[src/rtl/instr_loader.sv]
`timescale 1ns/1ps
// instr_loader: byte-stream command decoder and instruction loader that sits
// in front of the MIPS pipeline. It assembles 4 received bytes (MSB first)
// into 32-bit instructions for the pipeline's instruction-memory write port,
// and gates pipeline execution through o_halt (free-run or single-step).
//
// Commands decoded in IDLE: 'L' load, 'R' run, 'S' single step.
// 'H' aborts a run. Inside LOAD every byte is data.
//
// Optional feature, enabled by defining INSTR_LOADER_TIMEOUT_EN:
// idle-traffic timeout in LOAD. A partial word is dropped after
// TIMEOUT_CYCLES cycles without a byte. A LOAD that sees no bytes at a word
// boundary for that long ends with an o_done pulse.
module instr_loader #(
    parameter int NB_DATA        = 32,
    parameter int NB_BYTE        = 8,
    parameter int MAX_WORDS      = 64,
    parameter int NB_CNT         = 7,
    parameter int TIMEOUT_CYCLES = 100000
) (
    input  logic              clk,
    input  logic              i_rst,
    input  logic [NB_BYTE-1:0] i_rx_data,
    input  logic              i_rx_valid,
    input  logic              i_pipe_halted,
    output logic              o_we_IF,
    output logic [NB_DATA-1:0] o_instruction_data,
    output logic              o_halt,
    output logic              o_busy,
    output logic              o_done,
    output logic              o_overflow,
    output logic [NB_CNT-1:0] o_word_count
);

    localparam int NB_SHIFT = NB_DATA - NB_BYTE;

    localparam logic [NB_BYTE-1:0] CMD_LOAD  = NB_BYTE'(8'h4C);
    localparam logic [NB_BYTE-1:0] CMD_RUN   = NB_BYTE'(8'h52);
    localparam logic [NB_BYTE-1:0] CMD_STEP  = NB_BYTE'(8'h53);
    localparam logic [NB_BYTE-1:0] CMD_ABORT = NB_BYTE'(8'h48);

    localparam logic [NB_DATA-1:0] HALT_WORD = '1;
    localparam logic [NB_CNT-1:0]  WORD_LIMIT = NB_CNT'(MAX_WORDS);

    typedef enum logic [1:0] {
        ST_IDLE = 2'd0,
        ST_LOAD = 2'd1,
        ST_RUN  = 2'd2,
        ST_STEP = 2'd3
    } state_e;

    state_e              state_q, state_d;
    logic [NB_SHIFT-1:0] shift_q, shift_d;
    logic [1:0]          byte_idx_q, byte_idx_d;
    logic                we_q, we_d;
    logic [NB_DATA-1:0]  instr_q, instr_d;
    logic                halt_q, halt_d;
    logic                done_q, done_d;
    logic                ovf_q, ovf_d;
    logic [NB_CNT-1:0]   wcnt_q, wcnt_d;

    // Word formed by the bytes already held plus the byte arriving this cycle.
    logic [NB_DATA-1:0]  word_in;
    assign word_in = {shift_q, i_rx_data};

`ifdef INSTR_LOADER_TIMEOUT_EN
    localparam int NB_TMO = $clog2(TIMEOUT_CYCLES + 1);
    localparam logic [NB_TMO-1:0] TMO_LAST = NB_TMO'(TIMEOUT_CYCLES - 1);

    logic [NB_TMO-1:0] tmo_q, tmo_d;
`else
    // The timeout length only matters when the feature is built in.
    localparam int unused_timeout_cycles = TIMEOUT_CYCLES;
`endif

    // Next-state and registered-output logic for the loader FSM.
    always_comb begin
        // NOTE: every _d gets a default before the case so no path leaves a
        // variable unassigned; that is what keeps this block latch-free.
        state_d    = state_q;
        shift_d    = shift_q;
        byte_idx_d = byte_idx_q;
        we_d       = 1'b0;
        instr_d    = instr_q;
        done_d     = 1'b0;
        ovf_d      = ovf_q;
        wcnt_d     = wcnt_q;
`ifdef INSTR_LOADER_TIMEOUT_EN
        tmo_d      = tmo_q;
`endif

        case (state_q)
            ST_IDLE: begin
                if (i_rx_valid) begin
                    case (i_rx_data)
                        CMD_LOAD: begin
                            state_d    = ST_LOAD;
                            wcnt_d     = '0;
                            byte_idx_d = '0;
                            ovf_d      = 1'b0;
`ifdef INSTR_LOADER_TIMEOUT_EN
                            tmo_d      = '0;
`endif
                        end
                        CMD_RUN:  state_d = ST_RUN;
                        CMD_STEP: state_d = ST_STEP;
                        default:  state_d = ST_IDLE;
                    endcase
                end
            end

            ST_LOAD: begin
                if (i_rx_valid) begin
`ifdef INSTR_LOADER_TIMEOUT_EN
                    tmo_d = '0;
`endif
                    if ((byte_idx_q == 2'd0) && (wcnt_q == WORD_LIMIT)) begin
                        // Session is full: drop the byte and abandon the load.
                        ovf_d      = 1'b1;
                        byte_idx_d = '0;
                        state_d    = ST_IDLE;
                    end else begin
                        shift_d    = word_in[NB_SHIFT-1:0];
                        byte_idx_d = byte_idx_q + 2'd1;
                        if (byte_idx_q == 2'd3) begin
                            we_d    = 1'b1;
                            instr_d = word_in;
                            wcnt_d  = wcnt_q + NB_CNT'(1);
                            if (word_in == HALT_WORD) begin
                                done_d  = 1'b1;
                                state_d = ST_IDLE;
                            end
                        end
                    end
                end
`ifdef INSTR_LOADER_TIMEOUT_EN
                else begin
                    if (tmo_q == TMO_LAST) begin
                        tmo_d = '0;
                        if (byte_idx_q != 2'd0) begin
                            // Drop the partial word but keep loading.
                            byte_idx_d = '0;
                        end else begin
                            done_d  = 1'b1;
                            state_d = ST_IDLE;
                        end
                    end else begin
                        tmo_d = tmo_q + NB_TMO'(1);
                    end
                end
`endif
            end

            ST_RUN: begin
                if (i_pipe_halted) begin
                    done_d  = 1'b1;
                    state_d = ST_IDLE;
                end else if (i_rx_valid && (i_rx_data == CMD_ABORT)) begin
                    state_d = ST_IDLE;
                end
            end

            ST_STEP: begin
                // One unfrozen pipeline clock per 'S'.
                state_d = ST_IDLE;
            end

            default: state_d = ST_IDLE;
        endcase

        // The pipeline runs only in the cycles spent in RUN or STEP.
        halt_d = !((state_d == ST_RUN) || (state_d == ST_STEP));
    end

    // State and output registers with synchronous reset.
    always_ff @(posedge clk) begin
        // NOTE: sequential state uses non-blocking assignments so every
        // register samples the pre-edge values, independent of statement order.
        if (i_rst) begin
            state_q    <= ST_IDLE;
            shift_q    <= '0;
            byte_idx_q <= '0;
            we_q       <= 1'b0;
            instr_q    <= '0;
            halt_q     <= 1'b1;
            done_q     <= 1'b0;
            ovf_q      <= 1'b0;
            wcnt_q     <= '0;
        end else begin
            state_q    <= state_d;
            shift_q    <= shift_d;
            byte_idx_q <= byte_idx_d;
            we_q       <= we_d;
            instr_q    <= instr_d;
            halt_q     <= halt_d;
            done_q     <= done_d;
            ovf_q      <= ovf_d;
            wcnt_q     <= wcnt_d;
        end
    end

`ifdef INSTR_LOADER_TIMEOUT_EN
    // Idle-traffic counter used only while loading.
    always_ff @(posedge clk) begin
        if (i_rst) begin
            tmo_q <= '0;
        end else begin
            tmo_q <= tmo_d;
        end
    end
`endif

    assign o_we_IF            = we_q;
    assign o_instruction_data = instr_q;
    assign o_halt             = halt_q;
    assign o_busy             = (state_q != ST_IDLE);
    assign o_done             = done_q;
    assign o_overflow         = ovf_q;
    assign o_word_count       = wcnt_q;

endmodule

[config.mk]
export PLATFORM = sky130hd
export DESIGN_NAME = instr_loader
export DESIGN_NICKNAME = d
export VERILOG_FILES = /design/src/rtl/instr_loader.sv
export SDC_FILE = /design/constraint.sdc
export NUM_CORES = 1
export LEC_CHECK = 0
export ABC_CLOCK_PERIOD_IN_PS = 2750
export CORE_ASPECT_RATIO = 1.2
export CORE_UTILIZATION = 45
export CTS_BUF_LIST = sky130_fd_sc_hd__clkbuf_8
export DETAILED_ROUTE_END_ITERATION = 10
export PLACE_DENSITY = 0.7
export SKIP_LAST_GASP = 1
export SYNTH_ARGS = -nofsm -noshare
export SYNTH_HDL_FRONTEND = slang
export SYNTH_SLANG_ARGS = --single-unit
[constraint.sdc]
create_clock -name clk -period 2.75 [get_ports clk]
set_clock_uncertainty 0.2 [all_clocks]
set_input_delay 0.275 -clock clk [delete_from_list [all_inputs] [get_ports clk]]
set_output_delay 0.275 -clock clk [all_outputs]
set_load 0.01 [all_outputs]
======== Word level (Yosys, flattened, before mapping) ========
Cells that the tools add are included.
word-level totals
  bits in registers ....................... 71
  bits of input ports ..................... 12
  output and inout bits ................... 44
  logic and storage cells ................. 78
cells by class
  add/sub/neg operators ................... 2
  eq/ne operators ......................... 18
  multiplexer cells ....................... 32
  bitwise gates (word level) .............. 3
  reductions and logical operators ........ 14
operator list
  operator                count
  $mux W7                 5
  $eq A32 B32 Y1 const B  1
  $eq A8 B7 Y1 const B    4
  $mux W2                 11
  $pmux W7 S2             1
  $eq A2 B2 Y1 const B    5
  $mux W1                 10
  $ne A2 B2 Y1 const B    5
  $pmux W2 S4             1
  $reduce_and A4 Y1       2
  $add A7 B1 Y7 const B   1
  $eq A7 B7 Y1 const B    1
  $pmux W2 S3             1
  $reduce_and A6 Y1       1
  $reduce_and A5 Y1       1
  $logic_not A2 Y1        2
  $pmux W1 S2             2
  $pmux W2 S2             1
  $reduce_bool A2 Y1      2
  $reduce_or A4 Y1        1
  $not A1 Y1              3
  $reduce_and A3 Y1       1
  $add A2 B1 Y2 const B   1
  $eq A2 B1 Y1 const B    1
  other kinds (4)         5

======== Logic depth before layout (Yosys ltp) ========
Gate-level depths: netlist of run 1.
  depth in word-level cells ............... 9
  gate-level depth with buffers ........... 10
  gate-level depth less buffers ........... 7

======== Worst setup path before layout of run 1 ========
OpenSTA, ideal clock, no wires.
  path type ............................... register -> register
  start ................................... register wcnt_q[0], in the netlist o_word_count[0]
  end ..................................... register instr_q[10], in the netlist o_instruction_data[10]
  setup time .............................. 0.128 ns
  data arrival time ....................... 1.756 ns
  required time ........................... 2.422 ns
  path slack .............................. 0.667 ns
  stages on the path, launching flop included .. 10
  path buffers ............................ 2
  period minus slack after synthesis ...... 2.083 ns
  path through ............................ dfxtp_1 inv_1 ha_1 nand4b_1 or4_1 buf_4 nand4_4 buf_12 mux2i_1 nor2_1
between the ends
  cells in the longest elaborated chain, start to end .. 4
ends and longest elaborated chain
  item                                RTL line  text
  start, declared                     60        logic [NB_CNT-1:0] wcnt_q, wcnt_d;
  start signal, assigned              198       wcnt_q <= wcnt_d;
  $eq A7 B7 Y1                        117       if ((byte_idx_q == 2'd0) && (wcnt_q == WORD_LIMIT)) begin
  $logic_and A1 B1 Y1                 117
  $not A1 Y1 (no source line)         --
  $reduce_and A4 Y1 (no source line)  --
  end signal, assigned                194       instr_q <= instr_d;
  end, declared                       56        logic [NB_DATA-1:0] instr_q, instr_d;
Every way passes these cells.
A chain may end at the register's enable or synchronous reset.

======== Worst setup path after layout of run 1 ========
  start ................................... register wcnt_q[0], in the netlist o_word_count[0]
  end ..................................... register shift_q[5]
between the ends
  cells in the longest elaborated chain, start to end .. 4
ends and longest elaborated chain
  item                                RTL line  text
  $eq A7 B7 Y1                        117
  $logic_and A1 B1 Y1                 117
  $not A1 Y1 (no source line)         --
  $reduce_and A3 Y1 (no source line)  --
  end signal, assigned                191       shift_q <= shift_d;
  end, declared                       53        logic [NB_SHIFT-1:0] shift_q, shift_d;
Every way passes these cells.

==> results.md, run 1 <==
- Status: finished, final reports clean
- Vias in the first global route: 2234
- Hold_ws: about 0.083 ns
- Max Slew Vio Count: 0
- Synth warnings: 0
- Standard-cell rows: 32
- Max Freq: 415 MHz
- DP HPWL: 4.68 mm
- Filler cells: between 500 and 600
- Most frequently used flop master after synthesis: dfxtp_1
- TNS Setup: 0 ns
- Area growth syn-to-layout: 27.3%
- Drt drc: 0
- Layout cells sized above 1: 9.18%
- Unique masters post-synth: 41
- Final WL: 6.62 mm
- Via count: between 2000 and 2500
- CP endpoint kind: register
- Worst R2R Setup Slack: ~0.34 ns
- Wire per inst: 13.9 um
- Htree depth: 3
- CTS resizes: 0
- Core box area: 0.00645 mm2
- Ys async rst share: 0%
- Clk sink count: 71
- RR Endpoint: shift_q[5]
- Iteration-0 DRC Markers: 161
- Pwr Density: 502 mW/mm2
- Worst reg-to-reg path cell count: 7
- Unrepaired setup endpoints after global routing: false
- Gpl congestion: roughly 0.80
- Post-Syn Nets: 346
- Post-synthesis register bit count: roughly 70
- Slew margin rel.: a little under half
- Tmin final: 2.41 ns
- Total grt overflow: 0
- Die height: 91.4 um
- Vias/cell: 5.15
- Die area: 0.00699 mm2
- Leakage: 1.56 nW
- Max clock buf depth: 2
- Post-Syn Area: 0.00300 mm2
- IO Count: 56
- CTS tree: built
- Count of final setup violators: 0
- Starting Density: 46.5%
- Post-CTS setup buffers: 0
- Count of final hold-check violations: 0
- Largest net degree at the start of global routing: just over 60
- Worst hold start: i_rst
- CP startpoint kind: register
- Post-route antenna net violation count: 0
- Reg2reg start: o_word_count[0]
- First-pass GRT wire length: 11.0 mm
- Peak supply drop: 0.000224 V
- Root Driver: clkbuf_8
- Initial antenna violation count: 0
- Worst min path class: input port to register
- Hold depth: 3
- # port buffers: 55
- Data arrival, critical path: ~2.5 ns
- Max cap viols: 0
- TritonCTS buffer count: 9
- Syn Area/Cell: 9.20 um2
- Die Width: 76.5 um
- Mapped Cells: between 300 and 400
- TritonRoute pass-1 iters: 4
- CP Max Fanout: 24
- Diodes inserted: 0
- Proportion of synthesized chip area in sequential cells: between 40 and 50%
- Slew at the pin with the worst max-slew slack: a little under 0.8 ns
- CP Cell Sequence: inv_1 > ha_1 > nand4b_1 > or4_1 > and3_1 > nand2_1 > a21oi_1
- CP max-delay cell: and3_1
- Period utilization: 87.6%
- Critical path class: register to register
- Max incr delay on CP: 0.73 ns
- EDFF count, synth: 0
- Final net count: between 400 and 500
- Critical Path RT: between 2 and 3 ns
- Hold Path Sink: o_done
- GRT Overall Usage: between 20% and 30%
- Clock Latency Late Sink: roughly 0.34 ns
- Clock slew at reported path FFs: 0.08 ns
- Hold-fix buffers, CTS: 0
[cell usage after synthesis, types with 2 or more instances]
| cell type | number | share of area, % |
|---|---|---|
| a211oi_1 | 2 | 0.50 |
| mux2i_1 | 33 | 11 |
| inv_1 | 11 | 1.4 |
| nand2_1 | 55 | 6.9 |
| nand3_1 | 7 | 1.2 |
| a21oi_1 | 28 | 4.7 |
| o21ai_0 | 2 | 0.33 |
| nor2_1 | 46 | 5.8 |
| buf_6 | 4 | 1.5 |
| nor4b_2 | 2 | 1.0 |
| nor3_1 | 4 | 0.67 |
| and2_1 | 2 | 0.42 |
| dfxtp_1 | 71 | 47 |
| nand4_1 | 7 | 1.5 |
| buf_12 | 3 | 2.0 |
| clkbuf_1 | 8 | 1.0 |
| ha_1 | 8 | 3.3 |
| xnor2_1 | 5 | 1.5 |
| o22ai_1 | 3 | 0.63 |
| buf_4 | 3 | 0.75 |
| a2bb2oi_1 | 2 | 0.58 |
[worst max-delay path: cells and delay by family, from the launching register on]
family / cells / cell delay, ns
AND/OR/NAND/NOR: 4 / 1.27
flip-flops: 1 / 0.42
adder cells (fa/ha/maj): 1 / 0.20
AO/OA/AOI/OAI: 1 / 0.17
buffers and inverters: 1 / 0.07
[metrics by stage]
stage	util [%]	area, um2	cells	setup slack [ns]	power, mW
6_report	59.2	3820	477	0.341	1.92
5_1_grt	59.2	3820	477	0.0980	1.99
4_1_cts	59.2	3820	477	0.318	1.93
3_5_place_dp	56.1	3620	461	0.363	1.12
3_3_place_gp	56.1	3620	461	0.396	1.12
2_1_floorplan	-	3000	326	0.667	1.08
[cell families after synthesis]
| group | synth area share [%] |
|---|---|
| flip-flops | 47.4 |
| buffers and inverters | 6.80 |
| adder cells (fa/ha/maj) | 3.34 |
| multiplexers | 11.0 |
| XOR/XNOR | 1.46 |
| AO/OA/AOI/OAI | 8.89 |
| AND/OR/NAND/NOR | 21.1 |
[flip-flops by register name, summed over array words and instances, names as in the netlist, named ones only]
register            flops
byte_idx_q              2
o_done                  1
o_halt                  1
o_instruction_data     32
o_overflow              1
o_we_IF                 1
o_word_count            7
shift_q                24
state_q                 1
[per-layer routing]
| layer | GRT usage [%] | routed length, um |
|---|---|---|
| met1 | 24.5 | 2900 |
| met2 | 33.5 | 3350 |
| met3 | 3.42 | 233 |
| met4 | 10.9 | 134 |
| met5 | 0 | 0 |
[power breakdown]
part / total, mW / switching (mW) / internal (mW)
clock network: 0.826 / 0.387 / 0.438
logic: 0.0633 / 0.0352 / 0.0281
registers: 1.03 / 0.000214 / 1.03
total: 1.92 / 0.423 / 1.49
[layout by cell type, fill, tap and decap left out, drive strengths merged, types with 4 or more instances in the layout]
cell type,synthesis,layout
inv,11,12
nand4,8,8
buf,11,15
mux2i,33,33
nand2,55,55
nand3,8,8
a21oi,28,28
clkbuf,8,10
nor3,4,4
dfxtp,71,71
ha,8,8
xnor2,5,5
clkdlybuf4s50,0,54
nor2,46,46
[final cells by class]
class                           count  area (um2)  share of cell area, %
Sequential cell                    71        1420                   37.2
Multi-Input combinational cell    225        1370                   36.0
Timing Repair Buffer               69         676                   17.7
Clock buffer                       10         138                   3.61
Tap cell                           85         106                   2.79
Clock inverter                      6        61.3                   1.61
Inverter                           11        41.3                   1.08
[worst max-delay path by stage]
stage | start | end | slack, ns
3_3_place_gp | i_rx_valid | o_word_count[5] | 0.40
6_report | o_word_count[0] | shift_q[5] | 0.34
2_1_floorplan | o_word_count[0] | o_instruction_data[10] | 0.67
5_1_grt | o_word_count[0] | shift_q[5] | 0.1
3_5_place_dp | i_rx_data[4] | byte_idx_q[0] | 0.36
4_1_cts | o_word_count[0] | shift_q[5] | 0.32
Note: power is estimated with default switching activity, not from simulation.
==> inputs of run 2 (changes only) <==
PLACE_DENSITY = 0.67   (was 0.7)
==> run 2 against run 1 <==
Compared with the run above: die area is the same; power increased by 3.2%; clock power is 7.3% higher; sequential share of layout area increased by 0.061 points; sequential power barely moved; count of clock-buffer cells in the layout down 1; cell area decreased by 0.16%; first-iteration DRC count fell by 17%; fmax increased by 0.84%; register-to-register slack better by 0.02 ns; critical path depth unchanged; critical endpoint is now shift_q[22].
==> results.md, run 2 (synthesis gave the netlist of run 1 again) <==
- Status: finished, final reports clean
- TritonRoute pass-1 iters: 4 (unchanged)
- Data arrival, critical path: 2.39 ns (-0.08 ns)
- Layout cells sized above 1: 8.70% (-0.49 points)
- Clock Latency Late Sink: 0.34 ns (about the same)
- CP max-delay cell: or4_1
- Gpl congestion: 0.798 (about the same)
- Max Freq: 419 MHz (+0.84%)
- Final net count: 406 (-0.25%)
- Sw Ratio: 21.1% (-0.97 points)
- Met3 WL post-DR: 260 um (+12%)
- CP Max Fanout: 24 (unchanged)
- Area growth syn-to-layout: 27.1%
- P_sw: 0.417 mW (-1.3%)
- Cell Int Power: 1.56 mW (+4.5%)
- Filler cells: 581 (+4.3%)
- IO Count: 56 (unchanged)
- Vias/cell: 5.18 (+0.58%)
- Max FFs per register: 32 (unchanged)
- Final WL: 6.58 mm (-0.60%)
- DP HPWL: 4.68 mm (about the same)
- Critical path class: register to register
- TNS Setup: 0 ns (unchanged)
- Max Slew Vio Count: 0 (unchanged)
- Max clock buf depth: 2 (unchanged)
- CTS resizes: 0 (unchanged)
- CTS tree: built
- Total grt overflow: 0 (unchanged)
- Root Driver: clkbuf_8
- Die height: 91.4 um (unchanged)
- Finished Layout Cells: 476 (-0.21%)
- Hold-fix buffers, CTS: 0 (unchanged)
- Period utilization: 86.9% (-0.73 points)
- Core box area: 0.00645 mm2 (unchanged)
- Via count: 2465 (+0.37%)
- CP endpoint kind: register
- Largest net degree at the start of global routing: 55 (-9.8%)
- First-pass GRT wire length: 11.0 mm (-0.19%)
- Drt drc: 0 (unchanged)
- Count of final setup violators: 0 (unchanged)
- Register share of total power: 52.0% (-1.6 points)
- Most frequent cells in the layout: dfxtp_1, nand2_1, clkdlybuf4s50_1
- CP Cell Sequence: inv_1 > ha_1 > nand4b_1 > or4_1 > and3_1 > nand2_1 > a21oi_1
- Worst min path class: input port to register
- Die area: 0.00699 mm2 (unchanged)
- Die Width: 76.5 um (unchanged)
- Iteration-0 DRC Markers: 134 (-17%)
- Starting Density: 46.5% (unchanged)
- Pwr Density: 519 mW/mm2 (+3.4%)
- Initial antenna violation count: 0 (unchanged)
- Htree depth: 3 (unchanged)
- Critical Path RT: 2.75 ns (-0.06 ns)
- Commonest non-fill, non-tap cell in the layout: dfxtp_1
- Met2 WL: 3.28 mm (-2.0%)
- # port buffers: 55 (unchanged)
- CP startpoint kind: register
- Wire per inst: 13.8 um (-0.40%)
- Max cap viols: 0 (unchanged)
- Met1 WL: 2.84 mm (-2.1%)
- Diodes inserted: 0 (unchanged)
- Leakage: 1.57 nW (+0.37%)
- Clock power frac: 44.8% (+1.7 points)
- TritonCTS buffer count: 9 (unchanged)
- Clk sink count: 71 (unchanged)
- Post-route antenna net violation count: 0 (unchanged)
- Standard-cell rows: 32 (unchanged)
- Vias in the first global route: 2291 (+2.6%)
- Max incr delay on CP: 0.59 ns (-0.14 ns)
- Tmin final: 2.39 ns (-0.0200 ns)
- Clock slew at reported path FFs: 0.07 ns (about the same)
- Count of final hold-check violations: 0 (unchanged)
- Slew at the pin with the worst max-slew slack: 0.793 ns (-0.00188 ns)
- Peak supply drop: 0.000300 V (+34%)
- Power share of the combinational group: 3.3% (about the same)
- Slew margin rel.: 47.1% (+0.13 points)
- Unrepaired setup endpoints after global routing: false
- GRT Overall Usage: 20.2% (+0.069 points)
- Max layer used: met4
- Placed cell count: 460 (-0.22%)
- Post-CTS setup buffers: 0 (unchanged)
==> run 2: changes by cell type in the layout (fill, tap and decap cells not counted) <==
cell | previous run | this run
clkinvlp_4 | 3 | 1
buf_12 | 2 | 1
bufinv_16 | 1 | 2
clkbuf_8 | 10 | 9
inv_1 | 12 | 13
inv_6 | 0 | 1
==> run 2: area by class of cell <==
| cell class | count | area, um2 | share of cell area, % |
|---|---|---|---|
| well taps | 85 | 106 | 2.79 |
| flip-flops and latches | 71 | 1420 | 37.3 |
| repair buffers | 68 | 656 | 17.2 |
| clock buffers | 9 | 124 | 3.25 |
| inverters | 11 | 41.3 | 1.08 |
| multi-input cells | 225 | 1370 | 36.0 |
| clock inverters | 7 | 88.8 | 2.33 |
==> run 2: layer usage <==
layer | GRT usage (%) | vias to the layer above
met3 | 4.92 | 14
met1 | 23.8 | 1158
met2 | 33.2 | 58
li1 | - | 1235
met5 | 0 | -
met4 | 11.4 | 0
==> run 2: worst paths after layout <==
check                           slack, ns  depth (start not counted)                    end             from
worst min-delay path                 0.02                          2  o_instruction_data[1]            i_rst
worst max-delay path                 0.36                          7            shift_q[22]  o_word_count[0]
worst max register to register       0.36                          7            shift_q[22]  o_word_count[0]
worst min register to register       0.27                          2            shift_q[16]      shift_q[16]
==> run 2: power by group through the flow <==
stage	Sequential, mW	Combinational (mW)	Clock, mW
finish	1.03	0.0648	0.886
detailed placement	1.05	0.0646	0
CTS	1.03	0.0651	0.906
global route	1.03	0.0698	0.956
floorplan	1.05	0.0242	0
global placement	1.05	0.0647	0
==> run 2: metrics by stage <==
step	utilization [%]	hold slack [ns]	cell area, um2	setup slack [ns]	power (mW)
after floorplan	-	0.211	3000	0.667	1.08
after global placement	55.8	0.259	3600	0.333	1.12
after detailed placement	55.8	0.266	3600	0.302	1.12
after CTS	59.1	0.00715	3810	0.342	2.00
after global routing	59.1	0.0261	3810	0.119	2.05
final	59.1	0.0197	3810	0.361	1.98
==> run 2: critical path, delay by kind of cell, from the launching register on <==
family                     cells  cell delay (ns)
DFF                            1             0.36
buffers and inverters          1             0.08
AOI/OAI and AO/OA              1             0.07
adders and majority gates      1             0.14
and+or+nand+nor                4             1.39
